<file path="src/rtl/freq_div_prog.sv">
// Runtime-programmable, multi-channel 50%-duty clock divider with glitch-free ratio updates.
// Optional per-channel completed-period counters (per_cnt) are enabled by defining FREQ_DIV_PERIOD_CNT_EN.
module freq_div_prog #(
   parameter int  CH      = 4,
   parameter int  W       = 8,
   parameter int  DEF_DIV = 2,
   localparam int CW      = $clog2(CH)
) (
   input  logic            clk,
   input  logic            rst,
   input  logic [CH-1:0]   ch_en,
   input  logic            cfg_valid,
   input  logic [CW-1:0]   cfg_ch,
   input  logic [W-1:0]    cfg_div,
   output logic            cfg_ready,
   output logic            cfg_err,
   output logic [CH-1:0]   div_out,
   output logic [CH-1:0]   tick,
   output logic [CH-1:0]   running
`ifdef FREQ_DIV_PERIOD_CNT_EN
   ,
   output logic [CH*16-1:0] per_cnt
`endif
);

   typedef enum logic [1:0] {
      ST_IDLE  = 2'd0,
      ST_RUN   = 2'd1,
      ST_DRAIN = 2'd2
   } state_t;

   localparam logic [W-1:0] DIV_MIN = W'(2);
   localparam logic [W-1:0] ONE_W   = W'(1);
   localparam logic [W:0]   ONE_W1  = (W+1)'(1);
   localparam logic [W-1:0] DIV_RST = W'(DEF_DIV);

   state_t        r_state    [CH];
   logic [W-1:0]  r_cnt      [CH];
   logic [W-1:0]  r_ratio    [CH];
   logic [W-1:0]  r_pend_div [CH];
   logic [CH-1:0] r_pending;
   logic [CH-1:0] r_q_p;
   logic [CH-1:0] r_q_n;
   logic [CH-1:0] r_tick;
   logic [CH-1:0] r_run;
   logic          r_cfg_err;

   state_t        w_state_nxt [CH];
   logic [W-1:0]  w_cnt_nxt   [CH];
   logic [W-1:0]  w_ratio_nxt [CH];
   logic [W-1:0]  w_pdiv_nxt  [CH];
   logic [W:0]    w_half      [CH];
   logic [CH-1:0] w_pend_nxt;
   logic [CH-1:0] w_q_p_nxt;
   logic [CH-1:0] w_tick_nxt;
   logic [CH-1:0] w_run_nxt;
   logic [CH-1:0] w_acc;
   logic [CH-1:0] w_wrap;
   logic          w_ch_ok;
   logic          w_cfg_short;
   logic          w_accept;
   logic [W-1:0]  w_cfg_val;

   // Config handshake: out-of-range channels are always ready and silently dropped.
   always_comb begin
      w_ch_ok     = (int'(cfg_ch) < CH);
      w_cfg_short = (cfg_div < DIV_MIN);
      if (w_cfg_short) begin
         w_cfg_val = DIV_MIN;
      end else begin
         w_cfg_val = cfg_div;
      end
      if (w_ch_ok) begin
         cfg_ready = ~r_pending[cfg_ch];
      end else begin
         cfg_ready = 1'b1;
      end
      w_accept = cfg_valid & cfg_ready & w_ch_ok;
   end

   // Per-channel next state; ratio changes only at a wrap so no period is truncated.
   always_comb begin
      for (int i = 0; i < CH; i++) begin
         w_state_nxt[i] = r_state[i];
         w_cnt_nxt[i]   = r_cnt[i];
         w_ratio_nxt[i] = r_ratio[i];
         w_pdiv_nxt[i]  = r_pend_div[i];
         w_pend_nxt[i]  = r_pending[i];
         w_acc[i]       = w_accept & (cfg_ch == CW'(i));
         w_wrap[i]      = (r_cnt[i] == (r_ratio[i] - ONE_W));
         case (r_state[i])
            ST_IDLE: begin
               w_cnt_nxt[i] = {W{1'b0}};
               if (r_pending[i]) begin
                  w_ratio_nxt[i] = r_pend_div[i];
                  w_pend_nxt[i]  = 1'b0;
               end else if (w_acc[i]) begin
                  w_ratio_nxt[i] = w_cfg_val;
               end else begin
                  w_ratio_nxt[i] = r_ratio[i];
               end
               if (ch_en[i]) begin
                  w_state_nxt[i] = ST_RUN;
               end else begin
                  w_state_nxt[i] = ST_IDLE;
               end
            end
            ST_RUN, ST_DRAIN: begin
               if (w_wrap[i]) begin
                  w_cnt_nxt[i] = {W{1'b0}};
                  if (r_pending[i]) begin
                     w_ratio_nxt[i] = r_pend_div[i];
                     w_pend_nxt[i]  = 1'b0;
                  end else begin
                     w_ratio_nxt[i] = r_ratio[i];
                  end
                  w_state_nxt[i] = ch_en[i] ? ST_RUN : ST_IDLE;
               end else begin
                  w_cnt_nxt[i]   = r_cnt[i] + ONE_W;
                  w_state_nxt[i] = ch_en[i] ? ST_RUN : ST_DRAIN;
               end
               // A request landing on a wrap is held for the following wrap.
               if (w_acc[i]) begin
                  w_pdiv_nxt[i] = w_cfg_val;
                  w_pend_nxt[i] = 1'b1;
               end else begin
                  w_pdiv_nxt[i] = r_pend_div[i];
               end
            end
            default: begin
               w_state_nxt[i] = ST_IDLE;
               w_cnt_nxt[i]   = {W{1'b0}};
            end
         endcase
         w_run_nxt[i]  = (w_state_nxt[i] != ST_IDLE);
         w_half[i]     = ({1'b0, w_ratio_nxt[i]} + ONE_W1) >> 1'b1;
         w_q_p_nxt[i]  = w_run_nxt[i] & ({1'b0, w_cnt_nxt[i]} < w_half[i]);
         w_tick_nxt[i] = w_run_nxt[i] & (w_cnt_nxt[i] == (w_ratio_nxt[i] - ONE_W));
      end
   end

   // Channel state, counters, ratios and registered outputs.
   always_ff @(posedge clk or negedge rst) begin
      if (!rst) begin
         for (int i = 0; i < CH; i++) begin
            r_state[i]    <= ST_IDLE;
            r_cnt[i]      <= {W{1'b0}};
            r_ratio[i]    <= DIV_RST;
            r_pend_div[i] <= DIV_RST;
         end
         r_pending <= {CH{1'b0}};
         r_q_p     <= {CH{1'b0}};
         r_tick    <= {CH{1'b0}};
         r_run     <= {CH{1'b0}};
         r_cfg_err <= 1'b0;
      end else begin
         for (int i = 0; i < CH; i++) begin
            r_state[i]    <= w_state_nxt[i];
            r_cnt[i]      <= w_cnt_nxt[i];
            r_ratio[i]    <= w_ratio_nxt[i];
            r_pend_div[i] <= w_pdiv_nxt[i];
         end
         r_pending <= w_pend_nxt;
         r_q_p     <= w_q_p_nxt;
         r_tick    <= w_tick_nxt;
         r_run     <= w_run_nxt;
         r_cfg_err <= w_accept & w_cfg_short;
      end
   end

   // Half-cycle delayed copy of q_p used to stretch odd-ratio high time by half a clock.
   always_ff @(negedge clk or negedge rst) begin
      if (!rst) begin
         r_q_n <= {CH{1'b0}};
      end else begin
         r_q_n <= r_q_p;
      end
   end

   // Odd/even select follows the registered ratio, so it only switches at a wrap.
   always_comb begin
      for (int i = 0; i < CH; i++) begin
         if (r_ratio[i][0]) begin
            div_out[i] = r_q_p[i] & r_q_n[i];
         end else begin
            div_out[i] = r_q_p[i];
         end
      end
   end

   assign tick    = r_tick;
   assign running = r_run;
   assign cfg_err = r_cfg_err;

`ifdef FREQ_DIV_PERIOD_CNT_EN
   logic [15:0] r_per_cnt [CH];

   // Saturating completed-period counters, restarted whenever a channel leaves IDLE.
   always_ff @(posedge clk or negedge rst) begin
      if (!rst) begin
         for (int i = 0; i < CH; i++) begin
            r_per_cnt[i] <= 16'h0000;
         end
      end else begin
         for (int i = 0; i < CH; i++) begin
            if ((r_state[i] == ST_IDLE) && (w_state_nxt[i] == ST_RUN)) begin
               r_per_cnt[i] <= 16'h0000;
            end else if (r_tick[i] && (r_per_cnt[i] != 16'hFFFF)) begin
               r_per_cnt[i] <= r_per_cnt[i] + 16'd1;
            end else begin
               r_per_cnt[i] <= r_per_cnt[i];
            end
         end
      end
   end

   // Flatten the per-channel counters onto the output bus.
   always_comb begin
      for (int i = 0; i < CH; i++) begin
         per_cnt[i*16 +: 16] = r_per_cnt[i];
      end
   end
`endif

endmodule

</file>
<file path="config.mk">
export PLATFORM = sky130hd
export DESIGN_NAME = freq_div_prog
export DESIGN_NICKNAME = d
export VERILOG_FILES = /design/src/rtl/freq_div_prog.sv
export SDC_FILE = /design/constraint.sdc
export NUM_CORES = 1
export LEC_CHECK = 0
export ABC_AREA = 1
export BUFFER_PORTS_ARGS = -buffer_cell sky130_fd_sc_hd__buf_4
export CAP_MARGIN = 20
export CORE_AREA = 2 2 123 155
export CTS_BUF_LIST = sky130_fd_sc_hd__clkbuf_8
export CTS_CLUSTER_DIAMETER = 50
export DETAILED_ROUTE_END_ITERATION = 8
export DIE_AREA = 0 0 125 157
export PLACE_DENSITY = 0.78
export SLEW_MARGIN = 20
export SYNTH_ARGS = -nofsm -noshare
export SYNTH_HDL_FRONTEND = slang
export SYNTH_SLANG_ARGS = --single-unit
export TNS_END_PERCENT = 30
</file>
<file path="constraint.sdc">
create_clock -name clk -period 3.5 [get_ports clk]
set_clock_uncertainty 0.1 [all_clocks]
set_input_delay 0.175 -clock clk [delete_from_list [all_inputs] [get_ports clk]]
set_output_delay 0.175 -clock clk [all_outputs]
set_load 0.01 [all_outputs]
</file>
Word-level counts from Yosys, hierarchy flattened
Cells that the tools add are included.
{"block": "word_totals", "output_inout_bits": 14, "regBits": 125}
{"block": "classes", "addsub": 16, "order_cmp": 6, "n_eq_ne": 23, "reduce_logical": 25, "bitwise": 19, "n_mux": 63}
{"operator": "two-way mux 8 bit", "count": 25}
{"operator": "equality test 8 bit", "count": 8}
{"operator": "case mux 8 bit (2 select lines)", "count": 4}
{"operator": "subtractor 8 x 1 -> 8 bit, second input constant", "count": 8}
{"operator": "adder 8 x 1 -> 9 bit, second input constant", "count": 4}
{"operator": "adder 8 x 1 -> 8 bit, second input constant", "count": 4}
{"operator": "less-than comparator 8 bit", "count": 4}
{"operator": "bitwise AND 1 bit", "count": 18}
{"operator": "two-way mux 1 bit", "count": 17}
{"operator": "two-way mux 2 bit", "count": 8}
{"operator": "case mux 2 bit (2 select lines)", "count": 4}
{"operator": "AND reduction 2 bit", "count": 8}
{"operator": "nonzero test 2 bit", "count": 8}
{"operator": "equality test 2 bit, second input constant", "count": 6}
{"operator": "inequality test 3 bit, second input constant", "count": 4}
{"operator": "equality test 2 x 1 -> 1 bit, second input constant", "count": 5}
{"operator": "logical NOT 2 bit", "count": 5}
{"operator": "less-than comparator 8 x 2 -> 1 bit, second input constant", "count": 1}
{"operator": "case mux 1 bit (2 select lines)", "count": 4}
{"operator": "OR reduction 2 bit", "count": 4}
{"operator": "less-than comparator 2 x 3 -> 1 bit, second input constant", "count": 1}
{"operator": "binary-select mux 1 bit (select 2 bit)", "count": 1}
{"operator": "NOT 1 bit", "count": 1}

Depth between registers and ports, before layout
{"block": "depth", "word_depth": 11, "ltp_mapped": 26}

==> results_dict.tcl <==
set metrics [dict create \
    status "finished, final reports clean" \
    die_width_um 125 \
    slew_viol_final 0 \
    yosysSeqAreaShare_pct 29.9 \
    area_growth_syn_to_layout_pct 18.3 \
    cap_violations 0 \
    path_clk_slew_ps 80 \
    cp_data_required_time_ps 3790 \
    finalHoldViolations 0 \
    synth.cell_area_sq_um 10500 \
    synth_cell_types 46 \
    cts.sinks 125 \
    synth_edf_count 0 \
    critPathArrivalTime_ps 3680 \
    min_period_ps 3390 \
    gp_congestion 0.937 \
    drt-initial-drc-count 924 \
    drive_above_1_share_pct 18.5 \
    numCtsBuffers 17 \
    ys.flop_type "dfrtp_1" \
    synth_fa_ha_area_share_pct 6.20 \
    synth-xor-area-share_pct 5.73 \
    grt_pass1_wl_um 46900 \
    antenna_found_initial 0 \
    grt_max_degree 52 \
    synth-warning-count 0 \
    clkLatencyLatePin_ps 460 \
    n_antenna_cell 0 \
    relSlewSlack_pct 47.3 \
    clockBufferDepth 2 \
    grt_overflow 0 \
    wl_um 29700 \
    dieArea_sq_um 19600 \
    wl_per_cell_um 15.2 \
    synth_top_area_share_pct 26.9 \
    crit_slowest_cell "dfstp_2" \
    async_flop_share_pct 100 \
    fin_nets 1778 \
    fp-row-count 55 \
    crit_path_end_kind "flop" \
    fillers 1552 \
    netlist_instances 1592 \
    crit_start "r_ratio[1]" \
    cts.htree.levels 4 \
    ys_top_cells_by_area "dfrtp_1 27%, nand2_1 17%, nand3_1 8.0%" \
    avgSynthCellArea_sq_um 6.59 \
    rsz0062_at_grt "yes" \
    drc 0 \
    dr_total_vias 10900 \
    port_buffers 30 \
    cpMostUsedCell "nand2_1" \
    die-height_um 157 \
    muxShareOfSynthArea_pct 0.0954 \
    dp_hpwl_um 21500 \
    start_kind "flop" \
    rr_worst_depth 23 \
    clockRootBuffer "clkbuf_8" \
    setup_viol 0 \
    synth_top_family_by_area "simple AND/OR/NAND/NOR gates" \
    ant_nets 0 \
    synth_compound_area_share_pct 9.99 \
    core-area_sq_um 18000 \
    cts_tree "built" \
    drt-pass1-iter-count 6 \
    grt_pass1_vias 9926 \
    r2r-end "r_q_p[3]" \
    r2r_slack_ps 110 \
    io_pins 31 \
    track_usage_pct 29.1 \
    finish.instance_area_sq_um 12400 \
    synth-simple-area-share_pct 38.9 \
    yosysTopAreaCell "dfrtp_1" \
    worstHoldPathType "input port to async pin" \
    max_stage_delay_ps 540 \
    worstPathMaxFanout 6 \
    post-route-period-util_pct 97.0 \
    max_freq_ghz 0.295 \
    crit_chain "inv_2 > ha_4 > nand2_1 > nand2_1 > nand2_1 > nor2_1 > nand3_1 > nor2_4 > nand2_4 > nand2_2 > nand3_2 > nand2_2 > nand2_4 > inv_4 > ha_4 > nand3_4 > nor2_4 > buf_4 > nand4_1 > ha_1 > a21oi_2 > o211ai_1 > a21oi_1" \
    ys_ff_latch 125 \
    via_per_inst 5.60 \
    critPathKind "flop to flop" \
    synth_fp_nets 1661 \
    start_util_pct 58.2 \
    r2r-start "r_ratio[1]" \
    tightest_slew_ps 788 \
    placed_cell_area_sq_um 11300 \
]
==> sequential cells by signal, summed over array words and instances (netlist names), 8 cells and up <==
signal and cells:
r_cnt 32, r_pend_div 32, r_ratio 32, r_state 8
==> cells by family after synthesis <==
logic type                 count (synthesis)
buffers and inverters                    244
AOI/OAI and AO/OA                        190
and+or+nand+nor                          913
adders and majority gates                 52
muxes                                      1
xor gates and xnor gates                  67
DFF                                      125
==> Yosys cell counts, types with 2 or more instances <==
library cell  count
nand2_1         472
inv_1           181
nand3_1         167
nor2_1          153
dfrtp_1         113
a21oi_1          75
o21ai_0          73
xor2_1           55
ha_1             52
inv_2            27
nand4_1          27
nand2_2          20
nand3b_1         18
clkbuf_1         17
nor2_2           11
o211ai_1         11
nor3_1           10
xnor2_1          10
nand3_2           9
nor2_4            9
dfstp_2           8
o21bai_1          8
nand2_4           7
o21a_1            7
o21ai_1           7
clkinv_1          5
or2_2             5
dfrtn_1           4
buf_2             3
buf_4             3
buf_6             3
o31ai_1           3
a31oi_1           2
buf_1             2
clkinv_2          2
nand3_4           2
o21ai_2           2
==> area by class of cell <==
| cell class | count | area (sq um) | area share (%) |
|---|---|---|---|
| timing repair buffer | 125 | 1000 | 8.05 |
| sequential | 125 | 3140 | 25.3 |
| clock buffer | 18 | 248 | 1.99 |
| multi-input combinational | 1224 | 6760 | 54.4 |
| tap | 228 | 285 | 2.30 |
| clock inverter | 14 | 145 | 1.17 |
| inverter | 216 | 840 | 6.76 |
==> placed cells by master (no fill, tap or decap), types with 41 or more instances in the layout <==
cell / instances
inv_1: 175
nand2_2: 41
nor2_1: 146
ha_1: 43
a21oi_1: 70
o21ai_0: 71
dfrtp_1: 111
nand2_1: 448
nand3_1: 155
buf_4: 107
xor2_1: 55
==> what timing repair did <==
action	4_1_cts	5_1_grt
cloned	0	1
pin swaps	1	66
resized for setup	2	102
endpoints found under the setup margin	3	8
buffers inserted	2	27
endpoints found under the hold margin	55	0
hold buffers	12	0
==> layer usage <==
metal	vias to the layer above	track usage, %	wire, um	part of all wire, %
li1	5351	-	-	-
met3	95	3.91	1460	4.9
met1	5118	35.6	12300	41
met2	361	52.0	14900	50
met5	-	0	0	0
met4	0	11.6	1060	3.6
==> stage by stage <==
step / instances / util, % / worst slack [ps] / hold WS (ps) / TNS, ps
floorplan: 1592 / - / 114 / -221 / 0
global placement: 1876 / 62.5 / -72.6 / 21.0 / -72.6
detailed placement: 1876 / 62.5 / -80.2 / 23.9 / -80.2
CTS: 1922 / 65.5 / -25.1 / 68.4 / -25.1
global route: 1950 / 68.9 / -79.5 / 104 / -345
finish: 1950 / 68.9 / 106 / 76.7 / 0
==> worst max path at each step <==
| stage | end | slack (ps) | cells after the start |
|---|---|---|---|
| global placement | r_q_p[2] | -70 | 20 |
| finish | r_q_p[3] | 110 | 23 |
| global route | r_q_p[3] | -80 | 23 |
| CTS | r_q_p[3] | -30 | 24 |
| detailed placement | r_q_p[2] | -80 | 23 |
| floorplan | r_q_p[1] | 110 | 23 |
==> worst max-delay path, delay by kind of cell, from the launching register on <==
kind,cells,cell delay [ps]
AO/OA/AOI/OAI,3,380
adder cells (fa/ha/maj),3,740
buffers and inverters,3,260
flip-flops,1,540
AND/OR/NAND/NOR,14,1290
Power is not shown: default switching activity piles up to over one toggle a cycle in this logic, so the estimate is an artifact.
